<file path="src/rtl/mips_ctrl_pkg.sv">
// Shared constants and types for the multi-cycle MIPS controller.
// Opcodes, functs, ALU/PC-source codes, FSM states, instruction classes.
package mips_ctrl_pkg;

  localparam int AluW   = 4;
  localparam int PcSrcW = 2;

  localparam logic [5:0] OP_RTYPE = 6'h00;
  localparam logic [5:0] OP_J     = 6'h02;
  localparam logic [5:0] OP_BEQ   = 6'h04;
  localparam logic [5:0] OP_BNE   = 6'h05;
  localparam logic [5:0] OP_ADDI  = 6'h08;
  localparam logic [5:0] OP_SLTI  = 6'h0A;
  localparam logic [5:0] OP_ANDI  = 6'h0C;
  localparam logic [5:0] OP_ORI   = 6'h0D;
  localparam logic [5:0] OP_XORI  = 6'h0E;
  localparam logic [5:0] OP_LW    = 6'h23;
  localparam logic [5:0] OP_SW    = 6'h2B;
  localparam logic [5:0] OP_HALT  = 6'h3F;

  localparam logic [5:0] FN_ADD = 6'h20;
  localparam logic [5:0] FN_SUB = 6'h22;
  localparam logic [5:0] FN_AND = 6'h24;
  localparam logic [5:0] FN_OR  = 6'h25;
  localparam logic [5:0] FN_XOR = 6'h26;
  localparam logic [5:0] FN_SLT = 6'h2A;

  localparam logic [AluW-1:0] ALU_ADD = 4'd0;
  localparam logic [AluW-1:0] ALU_SUB = 4'd1;
  localparam logic [AluW-1:0] ALU_AND = 4'd2;
  localparam logic [AluW-1:0] ALU_OR  = 4'd3;
  localparam logic [AluW-1:0] ALU_XOR = 4'd4;
  localparam logic [AluW-1:0] ALU_SLT = 4'd5;

  localparam logic [PcSrcW-1:0] PC_SEQ = 2'd0;
  localparam logic [PcSrcW-1:0] PC_BR  = 2'd1;
  localparam logic [PcSrcW-1:0] PC_JMP = 2'd2;

  typedef enum logic [2:0] {
    S_FETCH  = 3'd0,
    S_DECODE = 3'd1,
    S_EXEC   = 3'd2,
    S_MEM    = 3'd3,
    S_WB     = 3'd4,
    S_HALT   = 3'd5
  } state_t;

  typedef enum logic [2:0] {
    CL_RTYPE,
    CL_IARITH,
    CL_LOAD,
    CL_STORE,
    CL_BRANCH,
    CL_JUMP,
    CL_HALT
  } instr_class_t;

endpackage

</file>
<file path="src/rtl/ctrl_decoder.sv">
// Combinational op/funct decoder for the multi-cycle controller.
// Produces instruction class, ALU op, extender mode and legality.
module ctrl_decoder
  import mips_ctrl_pkg::*;
(
  input  logic [5:0]      op,
  input  logic [5:0]      funct,
  output instr_class_t    cls,
  output logic [AluW-1:0] aluOp,
  output logic            ieuU,
  output logic            legal
);

  // Map opcode (and funct for R-type) to control class and ALU fields
  always_comb begin
    cls   = CL_RTYPE;
    aluOp = ALU_ADD;
    ieuU  = 1'b0;
    legal = 1'b1;
    unique case (1'b1)
      (op == OP_RTYPE): begin
        cls = CL_RTYPE;
        case (funct)
          FN_ADD:  aluOp = ALU_ADD;
          FN_SUB:  aluOp = ALU_SUB;
          FN_AND:  aluOp = ALU_AND;
          FN_OR:   aluOp = ALU_OR;
          FN_XOR:  aluOp = ALU_XOR;
          FN_SLT:  aluOp = ALU_SLT;
          default: legal = 1'b0;
        endcase
      end
      (op == OP_ADDI): begin
        cls   = CL_IARITH;
        aluOp = ALU_ADD;
      end
      (op == OP_SLTI): begin
        cls   = CL_IARITH;
        aluOp = ALU_SLT;
      end
      (op == OP_ANDI): begin
        cls   = CL_IARITH;
        aluOp = ALU_AND;
        ieuU  = 1'b1;
      end
      (op == OP_ORI): begin
        cls   = CL_IARITH;
        aluOp = ALU_OR;
        ieuU  = 1'b1;
      end
      (op == OP_XORI): begin
        cls   = CL_IARITH;
        aluOp = ALU_XOR;
        ieuU  = 1'b1;
      end
      (op == OP_LW): begin
        cls   = CL_LOAD;
        aluOp = ALU_ADD;
      end
      (op == OP_SW): begin
        cls   = CL_STORE;
        aluOp = ALU_ADD;
      end
      (op == OP_BEQ),
      (op == OP_BNE): begin
        cls   = CL_BRANCH;
        aluOp = ALU_SUB;
      end
      (op == OP_J): begin
        cls  = CL_JUMP;
        ieuU = 1'b1;
      end
      (op == OP_HALT): begin
        cls = CL_HALT;
      end
      default: legal = 1'b0;
    endcase
  end

endmodule

</file>
<file path="src/rtl/multicycle_ctrl.sv">
// Multi-cycle FETCH/DECODE/EXEC/MEM/WB control FSM for the MIPS core.
// Owns the shared memory port and all datapath enables and muxes.
module multicycle_ctrl
  import mips_ctrl_pkg::*;
#(
  parameter int ALU_OP_W = 4,
  parameter int PC_SRC_W = 2
) (
  input  logic                clk,
  input  logic                rst,
  input  logic [31:0]         instr,
  input  logic                mem_ack,
  input  logic                alu_zero,
  output logic                mem_req,
  output logic                mem_we,
  output logic                mem_addr_sel,
  output logic                ir_we,
  output logic                pc_we,
  output logic [PC_SRC_W-1:0] pc_src,
  output logic                ieu_u,
  output logic                alu_src_imm,
  output logic [ALU_OP_W-1:0] alu_op,
  output logic                reg_we,
  output logic                reg_dst_rt,
  output logic                wb_mem,
  output logic                illegal_op,
  output logic                halted,
  output logic [2:0]          state_o
);

  state_t          state;
  state_t          nextState;
  logic [5:0]      opReg;
  logic [5:0]      functReg;

  instr_class_t    curCls;
  logic [AluW-1:0] curAluOp;
  logic            curIeuU;
  logic            curLegal;

  instr_class_t    regCls;
  logic [AluW-1:0] regAluOp;
  logic            regIeuU;
  logic            regLegal;

  logic            isBne;
  logic            useImm;

  ctrl_decoder uDecCur (
    .op    (instr[31:26]),
    .funct (instr[5:0]),
    .cls   (curCls),
    .aluOp (curAluOp),
    .ieuU  (curIeuU),
    .legal (curLegal)
  );

  ctrl_decoder uDecReg (
    .op    (opReg),
    .funct (functReg),
    .cls   (regCls),
    .aluOp (regAluOp),
    .ieuU  (regIeuU),
    .legal (regLegal)
  );

  assign isBne  = (opReg == OP_BNE);
  assign useImm = (regCls == CL_IARITH) ||
                  (regCls == CL_LOAD) ||
                  (regCls == CL_STORE);

  // State register
  always_ff @(posedge clk) begin
    if (rst) state <= S_FETCH;
    else     state <= nextState;
  end

  // Latch op/funct in DECODE so EXEC..WB see a stable instruction
  always_ff @(posedge clk) begin
    if (rst) begin
      opReg    <= '0;
      functReg <= '0;
    end else if (state == S_DECODE) begin
      opReg    <= instr[31:26];
      functReg <= instr[5:0];
    end
  end

  // Next-state and output decode; all outputs forced low while in reset
  always_comb begin
    nextState    = state;
    mem_req      = 1'b0;
    mem_we       = 1'b0;
    mem_addr_sel = 1'b0;
    ir_we        = 1'b0;
    pc_we        = 1'b0;
    pc_src       = PC_SRC_W'(PC_SEQ);
    ieu_u        = 1'b0;
    alu_src_imm  = 1'b0;
    alu_op       = ALU_OP_W'(ALU_ADD);
    reg_we       = 1'b0;
    reg_dst_rt   = 1'b0;
    wb_mem       = 1'b0;
    illegal_op   = 1'b0;
    halted       = 1'b0;
    state_o      = 3'd0;
    if (!rst) begin
      state_o = state;
      case (state)
        S_FETCH: begin
          mem_req = 1'b1;
          if (mem_ack) begin
            ir_we     = 1'b1;
            pc_we     = 1'b1;
            nextState = S_DECODE;
          end
        end
        S_DECODE: begin
          if (!curLegal) begin
            illegal_op = 1'b1;
            nextState  = S_FETCH;
          end else if (curCls == CL_HALT) begin
            nextState = S_HALT;
          end else begin
            nextState = S_EXEC;
          end
        end
        S_EXEC: begin
          alu_op      = ALU_OP_W'(regAluOp);
          alu_src_imm = useImm;
          ieu_u       = regIeuU;
          case (regCls)
            CL_RTYPE,
            CL_IARITH: nextState = S_WB;
            CL_LOAD,
            CL_STORE:  nextState = S_MEM;
            CL_BRANCH: begin
              pc_we     = alu_zero ^ isBne;
              pc_src    = PC_SRC_W'(PC_BR);
              nextState = S_FETCH;
            end
            CL_JUMP: begin
              pc_we     = 1'b1;
              pc_src    = PC_SRC_W'(PC_JMP);
              nextState = S_FETCH;
            end
            default: nextState = S_FETCH;
          endcase
        end
        S_MEM: begin
          mem_req      = 1'b1;
          mem_addr_sel = 1'b1;
          mem_we       = (regCls == CL_STORE);
          alu_op       = ALU_OP_W'(regAluOp);
          alu_src_imm  = useImm;
          ieu_u        = regIeuU;
          if (mem_ack) begin
            nextState = (regCls == CL_STORE) ? S_FETCH : S_WB;
          end
        end
        S_WB: begin
          reg_we     = 1'b1;
          wb_mem     = (regCls == CL_LOAD);
          reg_dst_rt = (regCls != CL_RTYPE);
          nextState  = S_FETCH;
        end
        S_HALT: begin
          halted = 1'b1;
        end
        default: nextState = S_FETCH;
      endcase
    end
  end

endmodule

</file>
<file path="config.mk">
export PLATFORM = sky130hd
export DESIGN_NAME = multicycle_ctrl
export DESIGN_NICKNAME = d
export VERILOG_FILES = /design/src/rtl/mips_ctrl_pkg.sv /design/src/rtl/ctrl_decoder.sv /design/src/rtl/multicycle_ctrl.sv
export SDC_FILE = /design/constraint.sdc
export NUM_CORES = 1
export LEC_CHECK = 0
export BUFFER_PORTS_ARGS = -buffer_cell sky130_fd_sc_hd__buf_4
export CAP_MARGIN = 20
export CORE_MARGIN = 3
export CORE_UTILIZATION = 45
export DETAILED_ROUTE_END_ITERATION = 7
export HOLD_SLACK_MARGIN = 0.1
export MAX_ROUTING_LAYER = met4
export PLACE_DENSITY = 0.78
export SLEW_MARGIN = 5
export SYNTH_ARGS = -nofsm -noshare
export SYNTH_HDL_FRONTEND = slang
export SYNTH_SLANG_ARGS = --single-unit
</file>
<file path="constraint.sdc">
create_clock -name clk -period 3.1 [get_ports clk]
set_input_delay 0.31 -clock clk [delete_from_list [all_inputs] [get_ports clk]]
set_output_delay 0.31 -clock clk [all_outputs]
set_load 0.01 [all_outputs]
</file>
Word-level counts from Yosys, hierarchy flattened --
Index checks and enable logic that the tools add are counted.
Word-level totals: register bits after elaboration 15, input bits 36, output and inout port bits 21, word-level logic and storage cells 117
Cells by class: eq/ne operators 46, muxes and demuxes 47, bitwise operators 2, reduce and logical (&&, ||, !) cells 19
Operators with widths (number):
- equality test 6 bit (second input constant) | 17
- equality test 6 x 4 -> 1 bit (second input constant) | 10
- case mux 3 bit (6 select lines) | 2
- case mux 3 bit (5 select lines) | 2
- 2-to-1 mux 1 bit | 27
- equality test 6 x 3 -> 1 bit (second input constant) | 4
- case mux 4 bit (6 select lines) | 1
- 2-to-1 mux 3 bit | 6
- equality test 3 bit (second input constant) | 5
- equality test 3 x 2 -> 1 bit (second input constant) | 4
- equality test 6 x 2 -> 1 bit (second input constant) | 2
- zero test 6 bit | 2
- OR reduction 2 bit | 6
- OR reduction 11 bit | 1
- OR reduction 5 bit | 2
- 2-to-1 mux 4 bit | 2
- equality test 3 x 1 -> 1 bit (second input constant) | 2
- zero test 3 bit | 2
- case mux 1 bit (2 select lines) | 3
- case mux 3 bit (2 select lines) | 1
- OR reduction 6 bit | 1
- 2-to-1 mux 2 bit | 2
- != test 2 bit (second input constant) | 2
- case mux 2 bit (2 select lines) | 1
- other kinds (6) | 7

Logic depth before layout (Yosys ltp) --
word-level depth 8, depth in mapped cells 7, depth with buffers taken out 5

Modules after synthesis --
Synthesis repeated with hierarchy kept, for this count alone.
Second synthesis, totals: cell total of the unflattened synthesis 219, area total of the unflattened synthesis 1463.9 sq um
Modules (own cells, without submodules):
- multicycle_ctrl | instances 1, cells each 117, area an instance 840.8 sq um, sequential area each 300.3 sq um
- ctrl_decoder | instances 2, cells each 51, area an instance 311.5 sq um, sequential area each 0.0 sq um

Least setup slack after synthesis --
No wires, ideal clock.
path kind input to output, start point input rst, end point output pc_we, data arrival time 1532 ps, required time 2790 ps, path slack 1258 ps, cell stages on the path 5, path buffers 1, path through buf_2 > nor2_1 > nand2_1 > or4_4 > o21bai_1
On the way: word-level cells in the longest chain between the ends 1
Ends and longest elaborated chain:
- start, declared | line multicycle_ctrl.sv:10 | input logic rst,
- 2-to-1 mux 1 bit | line multicycle_ctrl.sv:107 | if (!rst) begin
- end, declared | line multicycle_ctrl.sv:18 | output logic pc_we,
Every way passes these cells.

Final worst setup path --
start point register opReg[0], end point output pc_we
On the way: word-level cells in the longest chain between the ends 7, elaborated cells between the ends (all ways) 20, classes of those cells eq/ne (13); mux (4); bitwise (1); reduce/logical (2)
Ends and longest elaborated chain:
- start, declared | line multicycle_ctrl.sv:33 | logic [5:0] opReg;
- start signal, assigned | line multicycle_ctrl.sv:84 | opReg <= instr[31:26];
- equality test 6 x 4 -> 1 bit, or another cell as far along | line ctrl_decoder.sv:51 | (op == OP_XORI): begin
- OR reduction 5 bit (no line) / OR reduction 2 bit (equally long branches)
- case mux 3 bit (6 select lines) | line ctrl_decoder.sv:20 | unique case (1'b1)
- equality test 3 bit | line multicycle_ctrl.sv:132 | case (regCls)
- case mux 1 bit (2 select lines) (*) | line multicycle_ctrl.sv:132
- case mux 1 bit (2 select lines) (*) | line multicycle_ctrl.sv:109 | case (state)
- 2-to-1 mux 1 bit (*) | line multicycle_ctrl.sv:107
Every way passes the cells marked *; elsewhere a longest branch is shown, timed or not.

==> metrics <==
vias in the first global route=about 1.2k; antenna diode count=0; Syn Area/Cell=~6.9 µm²; post-detailed-placement cell area=1440 µm²; # H-tree levels=1; power per standard cell area=288 nW/µm²; Synth Flop Type=dfxtp_1; input/output buffers=35; total buffers and inverters traversed by the critical path=1; Initial Util=between 40% and 50%; ordered list of cells on the worst path=nand3_1 -> nor2_1 -> a21oi_1 -> or4_4 -> o21bai_1 -> buf_4; ratio of cells with drive above 1 in the final layout=23.5%; combinational group share of total power=24.2%; number of synthesized register bits=15; minimum clock period=roughly 2.5 ns; run status=completed; number of routed nets with antenna violations=0; Congestion Overflow GR=0; area occupied by multi-input gates=821 µm²; area taken by flip-flops and latches=about 300 µm²; number of buffers inserted to repair setup after CTS=0; placeable core region=roughly 2500 µm²; Net Sw Frac=between 30% and 40%; initial antenna violation count=0; leading area contributor after synthesis=dfxtp_1; number of search-and-repair iterations in the first detailed-routing pass=4; Setup Crit Path Kind=flip-flop to output pin; number of warnings printed during yosys synthesis=0; Worst Setup Slack, final=0.619 ns; Worst path slowest cell=dfxtp_1; Internal=around 300 µW; required time of the worst setup path=2.79 ns; unrepaired setup endpoints after global routing=no; Clk pin slew, worst setup/hold paths=around 0.09 ns; delay-heaviest family, CP=simple AND/OR/NAND/NOR gates; Clock Latency Late Sink=around 0.27 ns; P_leak=a little under 0.0006 µW; first-pass GRT wire length=~5200 µm; Pins Over Slew Limit=0; final number of hold-violating endpoints=0; Reg power frac=between 50% and 60%; die extent in x=between 50 and 60 µm; GRT Resource Usage Total=between 15 and 20%; Total Routed Length=between 3000 and 4000 µm; commonest cells in the synthesized netlist=36 x nand2_1, 21 x a21oi_1, 20 x nor2_1; biggest cell delay along the critical path=around 0.65 ns; TritonCTS clock tree=done; die area=around 3300 µm²; max capacitance violation total=0; number of buffers between clock root and the deepest sink=2; final setup violating endpoints=0; Tightest Hold Check Type=input pin to flip-flop; Core Rows=18; max_slew headroom=48.8%; most common cell in the netlist=nand2_1; count of pins on the block boundary=57; count of different cell masters after synthesis=51; critical path capture point type=output pin; setup TNS=0 ns; post-synth design cell area=~1200 µm²; via count=between 1k and 1.5k; net count reported at finish=between 200 and 250; synth-to-layout area growth=22.0%; filler-free cell count of the finished design=~230; fillcell total=around 250; PostCTS Resize Cnt=0; Fin Clk Skew=0.00289 ns; number of enable flip-flop cells after synthesis=0; cell at the root of the clock tree=clkbuf_4; number of cells after detailed placement=230; number of sinks handled by clock tree synthesis=15; number of violations reported at the end of detailed-routing iteration 0=between 50 and 60; Max Fclk=roughly 400 MHz; data arrival time at the worst-slack endpoint=about 2.2 ns; Post-Synthesis Net Count=~210; Via density=5.81; Clock Power Share=between 20% and 30%; cell types with the largest area share after synthesis=dfxtp_1 25%, nand2_1 11%, a21oi_1 8.7%; post-detailed-route wirelength per cell=between 10 and 15 µm; Syn Inst Count=roughly 180; Finished Cell Area=between 1000 and 1500 µm²; VDD IR-drop max=between 200 and 300 µV; CP Launch Type=flip-flop; sequential area share after synthesis=around a quarter; number of hold buffers added after cts=0; Worst Setup Slack post-DPL=between 0.9 and 1 ns; async set-or-reset flop fraction in the synthesized netlist=0%; final period utilization=between 80% and 90%; Residual DRC=0; DP HPWL=around 2500 µm; largest net degree at the start of global routing=20; Worst Max-Slew Pin Slew=around 0.77 ns; final RePlAce weighted congestion=0.815; Die H=between 50 and 60 µm; Synth top area share=24.9%; cts bufs inserted=3; maximum fanout count along the critical path=14; final core utilization=between 50% and 60%; NetSw=between 100 and 150 µW
==> sequential cells by signal (all words and copies together), names as in the netlist <==
signal	flops
opReg	6
functReg	6
state	3
==> area by class of cell <==
class,count,area share [%]
tap,30,2.55
timing repair buffer,35,17.9
sequential,15,20.4
clock buffer,3,1.53
inverter,6,1.53
multi-input combinational,144,55.8
clock inverter,1,0.340
==> placed cells by master, fill, tap and decap left out, drive strengths merged, types with 2 or more instances in the layout <==
cell / count
o21bai: 2
dfxtp: 15
nand3: 6
nor3: 5
a2111oi: 2
or2: 3
inv: 6
nand2b: 5
buf: 35
a22oi: 2
clkbuf: 3
or3: 2
nor4: 4
nor2b: 2
nor2: 20
and3: 2
xor2: 3
a21oi: 21
xnor2: 2
nor4b: 3
nand2: 36
o21ai: 5
==> cell families after synthesis <==
group | Yosys count | synth area share [%]
AND/OR/NAND/NOR | 93 | 38.7
AO/OA/AOI/OAI | 45 | 25.4
other | 1 | 0.311
XOR/XNOR | 5 | 3.63
buffers and inverters | 17 | 7.05
flip-flops | 15 | 24.9
==> path summary, 6_finish.rpt <==
| path | from | to | slack [ns] | cells after the start |
|---|---|---|---|---|
| setup / recovery | opReg[0] | pc_we | 0.62 | 6 |
| hold reg to reg | functReg[4] | functReg[4] | 0.48 | 2 |
| setup reg to reg | opReg[0] | state[0] | 1.20 | 5 |
| hold / removal | instr[4] | functReg[4] | 0.29 | 3 |
==> worst min-delay path: cells and delay by family <==
| family | cells | cell delay, ns |
|---|---|---|
| compound gates | 1 | 0.05 |
| buf+inv | 1 | 0.11 |
| simple gates | 1 | 0.05 |
==> power groups by stage <==
stage          clock [µW]  sequential [µW]  combinational (µW)
4_1_cts               107              216                 102
2_1_floorplan           0              212                73.9
6_report              104              217                 102
5_1_grt               115              218                 115
3_3_place_gp            0              220                98.5
3_5_place_dp            0              221                 102
==> layer usage <==
metal	wire length, µm	track usage [%]	part of all wire (%)
met1	1370	24.9	44
met2	1530	32.4	49
met3	151	1.34	4.9
met4	55	6.95	1.8
met5	0	-	0
==> metrics by stage <==
stage               hold slack (ns)  power, µW
global placement              0.465        318
detailed placement            0.472        322
global route                  0.295        448
floorplan                     0.437        286
CTS                           0.283        425
finish                        0.286        423
Power figures use the tool's default switching activity.
